### src/rtl/fifo_wr_arbiter.sv
// fifo_wr_arbiter: round-robin burst arbiter for the FIFO write port, granting only
// when the whole burst fits and tagging each word with its source index.
module fifo_wr_arbiter #(
   parameter int NREQ     = 4,
   parameter int TAGW     = 2,
   parameter int DSIZE    = 8,
   parameter int ASIZE    = 10,
   parameter int LW       = 5,
   parameter int MAXBURST = 16,
   parameter int GAP      = 2
) (
   input  logic                  rst_n,
   input  logic                  wclk,
   input  logic [NREQ-1:0]       req_valid,
   input  logic [NREQ*LW-1:0]    req_len,
   input  logic [NREQ*DSIZE-1:0] req_data,
   output logic [NREQ-1:0]       req_ready,
   output logic [TAGW-1:0]       grant_id,
   output logic                  busy,
   output logic                  err_len,
   output logic [TAGW+DSIZE-1:0] f_wdata,
   output logic                  f_w_en,
   input  logic                  f_w_full,
   input  logic [ASIZE-1:0]      f_wuse
);
   localparam int DEPTH = 1 << ASIZE;
   localparam int GW    = (GAP > 1) ? $clog2(GAP) : 1;
   typedef enum logic [1:0] {IDLE, BURST, GAP_S} state_t;
   state_t            state;
   logic [TAGW-1:0]   rr, cand, idx, hold_id;
   logic              hold_vld, cand_vld, fits, len_bad, bursting;
   logic [LW-1:0]     beats, len_c, leff;
   logic [GW-1:0]     gcnt;
   logic [ASIZE:0]    free;
   assign free = f_w_full ? '0 : (ASIZE+1)'(DEPTH) - {1'b0, f_wuse};
   // A candidate that did not fit stays locked so a smaller request cannot overtake it.
   always_comb begin
      cand_vld = hold_vld & req_valid[hold_id];
      cand     = hold_id;
      idx      = '0;
      if (!cand_vld)
         for (int k = NREQ; k >= 1; k--) begin
            idx = TAGW'((int'(rr) + k) % NREQ);
            if (req_valid[idx]) begin
               cand     = idx;
               cand_vld = 1'b1;
            end
         end
   end
   assign len_c   = req_len[int'(cand)*LW +: LW];
   assign len_bad = (len_c == '0) || (len_c > LW'(MAXBURST));
   assign leff    = (len_c == '0) ? LW'(1) : (len_c > LW'(MAXBURST)) ? LW'(MAXBURST) : len_c;
   assign fits    = cand_vld && ((ASIZE+1)'(leff) <= free);
   assign bursting  = state == BURST;
   assign f_w_en    = bursting & req_valid[grant_id] & ~f_w_full;
   assign req_ready = (bursting & ~f_w_full) ? NREQ'(1) << grant_id : '0;
   assign f_wdata   = f_w_en ? {grant_id, req_data[int'(grant_id)*DSIZE +: DSIZE]} : '0;
   always_ff @(posedge wclk or negedge rst_n)
      if (!rst_n) begin
         state    <= IDLE;
         rr       <= TAGW'(NREQ - 1);
         grant_id <= '0;
         busy     <= 1'b0;
         err_len  <= 1'b0;
         beats    <= '0;
         gcnt     <= '0;
         hold_vld <= 1'b0;
         hold_id  <= '0;
      end else
         case (state)
            IDLE:
               if (fits) begin
                  state    <= BURST;
                  grant_id <= cand;
                  rr       <= cand;
                  beats    <= leff;
                  busy     <= 1'b1;
                  err_len  <= err_len | len_bad;
                  hold_vld <= 1'b0;
               end else begin
                  hold_vld <= cand_vld;
                  hold_id  <= cand;
               end
            BURST:
               if (f_w_en) begin
                  beats <= beats - LW'(1);
                  if (beats == LW'(1)) begin
                     state <= (GAP == 0) ? IDLE : GAP_S;
                     busy  <= GAP != 0;
                     gcnt  <= GW'(GAP - 1);
                  end
               end
            GAP_S:
               if (gcnt == '0) begin
                  state <= IDLE;
                  busy  <= 1'b0;
               end else
                  gcnt <= gcnt - GW'(1);
            default: state <= IDLE;
         endcase
endmodule

### config.mk
export PLATFORM = sky130hd
export DESIGN_NAME = fifo_wr_arbiter
export DESIGN_NICKNAME = d
export VERILOG_FILES = /design/src/rtl/fifo_wr_arbiter.sv
export SDC_FILE = /design/constraint.sdc
export NUM_CORES = 1
export LEC_CHECK = 0
export CORE_MARGIN = 1.5
export CORE_UTILIZATION = 44
export CTS_BUF_LIST = sky130_fd_sc_hd__clkbuf_4
export DETAILED_ROUTE_END_ITERATION = 12
export HOLD_SLACK_MARGIN = 0.05
export MAX_ROUTING_LAYER = met4
export PLACE_DENSITY = 0.91
export RECOVER_POWER = 25
export REMOVE_ABC_BUFFERS = 1
export SLEW_MARGIN = 20
export SYNTH_ARGS = -nofsm -noshare
export SYNTH_HDL_FRONTEND = slang
export SYNTH_SLANG_ARGS = --single-unit
### constraint.sdc
create_clock -name wclk -period 5.23 [get_ports wclk]
set_input_delay 1.046 -clock wclk [delete_from_list [all_inputs] [get_ports wclk]]
set_output_delay 1.046 -clock wclk [all_outputs]
set_load 0.02 [all_outputs]
### Yosys cells after proc, flatten, opt, wreduce, memory -nomap -nowiden

Index checks and enable logic that the tools add are counted.

| cells by class | value |
|---|---|
| order comparisons | 8 |
| reductions and logical operators | 13 |
| bitwise operators | 7 |
| shifts and indexed selects | 3 |
| equality and inequality tests | 7 |
| multiply operators | 1 |
| $add $sub $neg | 7 |
| multiplexer cells | 43 |

Operators by type and width:

| cell | number |
|---|---|
| variable part select 32 x 6 -> 8 bit | 1 |
| 2-to-1 mux 5 bit | 4 |
| variable part select 20 x 6 -> 5 bit | 1 |
| less-than comparator 2 x 3 -> 1 bit (second input constant) | 6 |
| 2-to-1 mux 2 bit | 9 |
| 2-to-1 mux 1 bit | 17 |
| binary-select mux 1 bit (select 2 bit) | 6 |
| less-or-equal comparator 5 x 11 -> 1 bit | 1 |
| 2-to-1 mux 11 bit | 1 |
| subtractor 11 x 10 -> 11 bit (first input constant) | 1 |
| 2-to-1 mux 10 bit | 1 |
| one-hot mux 5 bit (2 select lines) | 1 |
| inequality test 2 bit (second input constant) | 3 |
| one-hot mux 2 bit (3 select lines) | 1 |
| AND reduction 3 bit | 2 |
| == test 5 x 1 -> 1 bit (second input constant) | 1 |
| > comparator 5 bit (second input constant) | 1 |
| logical NOT 5 bit | 1 |
| multiplier 2 x 3 -> 5 bit (second input constant) | 1 |
| AND reduction 5 bit | 1 |
| subtractor 5 x 1 -> 5 bit (second input constant) | 1 |
| adder 2 x 1 -> 2 bit (second input constant) | 2 |
| adder 2 bit (second input constant) | 2 |
| bitwise AND 1 bit | 4 |
| 17 further kinds | 20 |

| storage, ports and cells | value |
|---|---|
| output and inout port bits | 19 |
| bits in registers | 17 |
| logic and storage cells | 98 |
| input bits | 69 |

### Longest topological paths before layout

Gate-level depths: netlist of run 1.

| depth | value |
|---|---|
| word-level depth | 17 |
| mapped depth | 20 |
| gate-level depth less buffers | 17 |

### Worst setup path before layout of run 1

Ideal clock, no wire load.

| path | value |
|---|---|
| path type | input-to-reg |
| start point | input port req_valid[2] |
| end point | register beats[1] |
| stages | 18 |
| data arrival time | 4526 ps |
| library setup time | 83 ps |
| path buffers | 2 |
| slack | 622 ps |
| cell sequence | clkbuf_2 -> a211oi_1 -> a2111oi_2 -> buf_4 -> o21a_1 -> o21ai_0 -> a31o_2 -> and4_1 -> ha_1 -> nor3_1 -> ha_1 -> nor2b_1 -> o21ai_0 -> o21ai_0 -> o221ai_2 -> nand2_2 -> or3_1 -> o21ai_0 |

| between the ends | value |
|---|---|
| longest elaborated chain between the ends | 16 |
| elaborated cells on any way between the ends | 38 |
| classes of those cells | 1 x mul; 2 x order compare; 2 x eq/ne; 1 x shift; 26 x mux; 3 x bitwise; 3 x reduce/logical |

RTL lines:

| item | RTL line | source |
|---|---|---|
| start: declaration | 14 | `input logic [NREQ-1:0] req_valid,` |
| binary-select mux 1 bit (select 2 bit) | 44 | `if (req_valid[idx]) begin` |
| 2-to-1 mux 1 bit (implied by the code) | 44 |  |
| 2-to-1 mux 2 bit (4 in a row) | 44 |  |
| 2-to-1 mux 2 bit | 41 | `if (!cand_vld)` |
| multiplier 2 x 3 -> 5 bit | 50 | `assign len_c = req_len[int'(cand)*LW +: LW];` |
| variable part select 20 x 6 -> 5 bit | 50 |  |
| > comparator 5 bit | 52 | `assign leff = (len_c == '0) ? LW'(1) : (len_c > LW'(MAXBURST)) ? LW'(MAXBURST) : len_c;` |
| 2-to-1 mux 5 bit (2 in a row) | 52 |  |
| less-or-equal comparator 5 x 11 -> 1 bit | 53 | `assign fits = cand_vld && ((ASIZE+1)'(leff) <= free);` |
| logical AND 1 bit | 53 |  |
| inequality test 2 bit (no source line) | - |  |
| AND reduction 3 bit (no source line) | - |  |
| end signal: assignment | 76 | `beats <= leff;` |
| end signal: assignment | 86 | `beats <= beats - LW'(1);` |
| end: declaration | 32 | `logic [LW-1:0] beats, len_c, leff;` |

Several ways; a longest one is shown, not always the timed one. The select of a mux whose other input is x is not followed.
A chain may end at the register's enable or synchronous reset.

### Final worst setup path of run 1

| path | value |
|---|---|
| start point | input port req_valid[0] |
| end point | register hold_id[0] |

| between the ends | value |
|---|---|
| longest elaborated chain between the ends | 16 |
| elaborated cells on any way between the ends | 31 |
| classes of those cells | 1 x mul; 2 x order compare; 1 x shift; 22 x mux; 2 x bitwise; 3 x reduce/logical |

RTL lines:

| item | RTL line | source |
|---|---|---|
| binary-select mux 1 bit (select 2 bit) | 44 |  |
| 2-to-1 mux 1 bit (implied by the code) | 44 |  |
| 2-to-1 mux 2 bit (4 in a row) | 44 |  |
| 2-to-1 mux 2 bit | 41 |  |
| multiplier 2 x 3 -> 5 bit | 50 |  |
| variable part select 20 x 6 -> 5 bit | 50 |  |
| > comparator 5 bit | 52 |  |
| 2-to-1 mux 5 bit (2 in a row) | 52 |  |
| less-or-equal comparator 5 x 11 -> 1 bit | 53 |  |
| logical AND 1 bit | 53 |  |
| inverter 1 bit (no source line) | - |  |
| AND reduction 2 bit (no source line) | - |  |
| end signal: assignment | 82 | `hold_id <= cand;` |
| end: declaration | 30 | `logic [TAGW-1:0] rr, cand, idx, hold_id;` |

Several ways; a longest one is shown, not always the timed one. The select of a mux whose other input is x is not followed.

==> results of run 1 <==
critical path, delay by kind of cell:
| family | cells | cell delay, ns |
|---|---|---|
| simple gates | 5 | 0.85 |
| compound gates | 8 | 1.43 |
| buf+inv | 3 | 0.88 |
| fa+ha+maj | 2 | 0.54 |
| mux | 1 | 0.35 |
layout make-up:
cell class | count | area share [%]
repair buffers | 100 | 32.3
flip-flops and latches | 17 | 14.2
clock buffers | 3 | 0.747
well taps | 52 | 2.16
clock inverters | 1 | 0.166
inverters | 10 | 1.25
multi-input cells | 205 | 49.2
flip-flops by register name, summed over array words and instances (netlist names):
name and flops:
grant_id 2, beats 5, busy 1, hold_id 2, rr 2, hold_vld 1, state 2, gcnt 1
err_len 1
kinds of logic after synthesis:
kind of cell,share of synthesized area (%)
compound gates,26.6
xor+xnor,0.435
fa+ha+maj,6.21
buf+inv,5.71
flops,21.2
mux,12.7
simple gates,27.1
routing by layer:
layer,vias to the layer above,track usage (%),wire [µm]
li1,1112,-,-
met1,1091,29.2,2420
met2,115,44.3,3100
met3,4,4.42,478
met4,0,3.98,34
met5,-,-,0
per-stage QoR:
stage	hold slack, ns	util (%)	total power, W
finish	0.527	68.8	0.00140
global route	0.569	68.8	0.00152
CTS	0.523	68.4	0.00139
detailed placement	0.506	67.8	0.00131
global placement	0.500	67.8	0.00127
floorplan	0.475	-	0.000924
synth_stat cells (4+ instances only):
cell                       instances
sky130_fd_sc_hd__nand2_1          23
sky130_fd_sc_hd__o31ai_1           4
sky130_fd_sc_hd__nor2_1           14
sky130_fd_sc_hd__nor4_1            6
sky130_fd_sc_hd__a21oi_1          14
sky130_fd_sc_hd__mux4_2            8
sky130_fd_sc_hd__o21ai_0          23
sky130_fd_sc_hd__a31o_2            4
sky130_fd_sc_hd__nor3_1            9
sky130_fd_sc_hd__nand3_1           9
sky130_fd_sc_hd__nor2b_1          13
sky130_fd_sc_hd__inv_1            10
sky130_fd_sc_hd__nand2b_1          9
sky130_fd_sc_hd__clkbuf_1         10
sky130_fd_sc_hd__dfrtp_1          15
sky130_fd_sc_hd__ha_1             10
sky130_fd_sc_hd__o211a_1           5
sky130_fd_sc_hd__a31oi_1           5
sky130_fd_sc_hd__and3_1            4
sky130_fd_sc_hd__or3_1             4
power breakdown:
part	internal (W)	switching (W)	total, W
clock network	0.0000284	0.0000416	0.0000700
logic	0.000531	0.000512	0.00104
registers	0.000184	0.000102	0.000286
cells in the final DEF, fill, tap and decap left out, types with 2 or more instances in the layout:
master                            instances
sky130_fd_sc_hd__o21ai_0                 23
sky130_fd_sc_hd__nand3b_1                 3
sky130_fd_sc_hd__nor3_1                   8
sky130_fd_sc_hd__or3_1                    4
sky130_fd_sc_hd__and3_1                   4
sky130_fd_sc_hd__dfstp_2                  2
sky130_fd_sc_hd__a21oi_1                 14
sky130_fd_sc_hd__a31oi_1                  5
sky130_fd_sc_hd__inv_1                   10
sky130_fd_sc_hd__dfrtp_1                 15
sky130_fd_sc_hd__o211ai_1                 3
sky130_fd_sc_hd__mux2i_1                  3
sky130_fd_sc_hd__mux2_2                   3
sky130_fd_sc_hd__nor2b_1                 13
sky130_fd_sc_hd__dlymetal6s2s_1           2
sky130_fd_sc_hd__nand4_1                  2
sky130_fd_sc_hd__clkbuf_4                 3
sky130_fd_sc_hd__nor2_1                  14
sky130_fd_sc_hd__buf_4                   13
sky130_fd_sc_hd__or4_1                    2
sky130_fd_sc_hd__o31ai_1                  4
sky130_fd_sc_hd__nand2b_1                 9
sky130_fd_sc_hd__o211a_1                  5
sky130_fd_sc_hd__nand2_1                 23
sky130_fd_sc_hd__o21a_1                   2
sky130_fd_sc_hd__a31o_2                   4
sky130_fd_sc_hd__nor4_1                   5
sky130_fd_sc_hd__nand3_1                  9
sky130_fd_sc_hd__mux4_2                   8
sky130_fd_sc_hd__ha_1                    10
sky130_fd_sc_hd__o21bai_1                 2
sky130_fd_sc_hd__clkdlybuf4s50_1         84
worst max path at each step:
stage / slack [ns] / start / depth (start not counted) / endpoint
3_3_place_gp: 0.08 / req_valid[2] / 19 / hold_id[0]
3_5_place_dp: -0.05 / req_valid[2] / 19 / hold_id[0]
4_1_cts: 0.26 / req_valid[2] / 19 / hold_id[0]
2_1_floorplan: 0.45 / req_valid[3] / 16 / beats[1]
5_1_grt: 0.05 / req_valid[0] / 19 / beats[1]
6_report: 0.30 / req_valid[0] / 19 / hold_id[0]
==> results list, run 1 <==
* Setup Viol. Count Final: 0
- Main area contributors after synthesis: sky130_fd_sc_hd__dfrtp_1 (19%), sky130_fd_sc_hd__mux4_2 (8.9%), sky130_fd_sc_hd__ha_1 (6.2%), sky130_fd_sc_hd__o21ai_0 (5.7%), sky130_fd_sc_hd__nand2_1 (4.3%)
- In the routed design, unresolved DRC markers number 0.
- Initial DRC Count: 100
* Yosys warning count: 0
- Clock tree from TritonCTS: done
* Transition time at the pin with the least slew margin: 0.843 ns
- Total length of routed wires: 6.04 mm
- Buffers added to address setup during post-CTS repair amount to 0.
- Hold path start: rr[0]
* Routed wirelength normalized by instance count: 15.6 µm
- The run finished with clean final reports.
* Post-layout min period: slightly below 5 ns
- The die is ~71 µm wide.
* Count of state elements after synthesis: 17
* Hold path endpoint: rr[0]
- Top_reg_cell synth: sky130_fd_sc_hd__dfrtp_1
* Endpoint of the worst register-to-register path: hold_id[0]
* Antenna viol nets, final: 0
- Detailed-route via count: between 2k and 2.5k
- Die height: 70.7 µm
- Share of cells above drive strength 1: 13.1%
- Post-CTS sizing: 0
- Dividing the final minimum period by the clock period gives 94.2%.
* Final Max Slew Viols: 0
- Adding up every negative setup slack in the final design gives 0 ns.
* Required time of the worst setup path: ~5.4 ns
* Standard cell with the maximum stage delay on the critical path: sky130_fd_sc_hd__clkdlybuf4s50_1
- HPWL after DPL: around 4.8 mm
* Clock network latency to the later pin of the worst-skew pair: 0.29 ns
- On the worst path, the slowest cell contributes a delay of 0.50 ns.
* Unrepaired setup endpoints after global routing: false
* Number of hold-repair buffers added at the cts stage: 0
- Pin count of the biggest net entering global routing: 18
- Final Skew: 0.0108 ns
- Worst hold path stage count: 2
* Synth Cell Area: approximately 2000 µm²
* Cell-by-cell listing of the critical path: clkdlybuf4s50_1, nand2b_1, a21oi_1, o31a_1, buf_4, o211a_1, nor4_1, a31o_2, and4_1, ha_1, nor3_2, ha_1, and3_1, o21ai_0, o21ai_0, o221ai_2, buf_4, a211oi_4, mux2_1
* Post-synthesis to final-layout area growth: 49.6%
- Cell variety after synth: 54
- Leakage power total: 1.22 nW
- Clock Sinks: 17
* Inserted Diodes: 0
- Headroom to the max-slew limit came out at 43.5%.
- The multi-input combinational cells in the finished layout cover a total of between 1000 and 1500 µm².
- Register-to-register setup slack: 1.00 ns
- Largest voltage drop on the vdd net: roughly 0.00032 V
* Count of mapped cells out of synthesis: 249
- Worst Setup Start Kind: input port
- In this run, CTS created clock tree buffers numbering 3.
- Dividing the synthesized area by the synthesized cell count gives 8.09 µm².
- Timing would allow up to 203 MHz.
- Ys async rst share: between 90% and 100%
- Clock root buffer: sky130_fd_sc_hd__clkbuf_4
* Number of antenna violations at the first check in global routing: 0
* Kind of capture point of the worst setup path: register
- Area share of the largest cell type after synthesis: 18.6%
- Row generation in the floorplan step produced 24 rows.
* Pwr/cell area: approximately 460 nW/µm²
- Place WS: -0.0457 ns
* H-tree levels: 1
- Global-route wire length before repair: about 9.9 mm
- Type of the tightest min-delay check: register to register
- Clock transition at the registers of the reported paths: ~0.10 ns
* Gr usage total: 24.6%
* Max Root-Sink Buffers: 2
* Final-stage net count: 416
- Number of iterations in the first detailed-routing pass: 5
* Routability congestion estimate from global placement: 0.866
- Via count of the first global-routing pass: 2170
- Number of buffers inserted by port buffering: between 80 and 90
- Fill cell total of the finished layout: 373
* Num ports: 88
* Die area: 4990 µm²
- DP Cell Count: 384
- In this run the standard cell core region covers 4380 µm².
- Maxcap violations: 0
- Critical path arrival: 5.11 ns
* Placed standard-cell area: 2970 µm²
- Worst-path fanout max: 11
* Fin worst setup slack: just over 0.3 ns
* Count of placed standard cells in the final layout, fillers left out: 388
- Effective utilization at floorplan: 45.9%
* Post-synth EDFFs: 0
* Via/cell ratio: approximately 6
- Footprint of the flip-flops and latches: 428 µm²
- For the worst flop-to-flop path, the logic depth is 18.
- The largest total area in the synthesized netlist belongs to sky130_fd_sc_hd__dfrtp_1.
* Critical register-to-register path startpoint: rr[1]
- Sequential share of the synthesized area: 21.2%
- The number of hold violations in the final report is 0.
* Post-route cell area: 3010 µm²
* Remaining Overflow, GRT: 0
- Classification of the worst setup path: input port to register
(Power assumes the default switching activity.)
==> run 2: changes to the inputs <==
TNS_END_PERCENT = 1   (was unset)
==> results of run 2 <==
The final DEF is identical to that of run 1; final timing and power are the same.
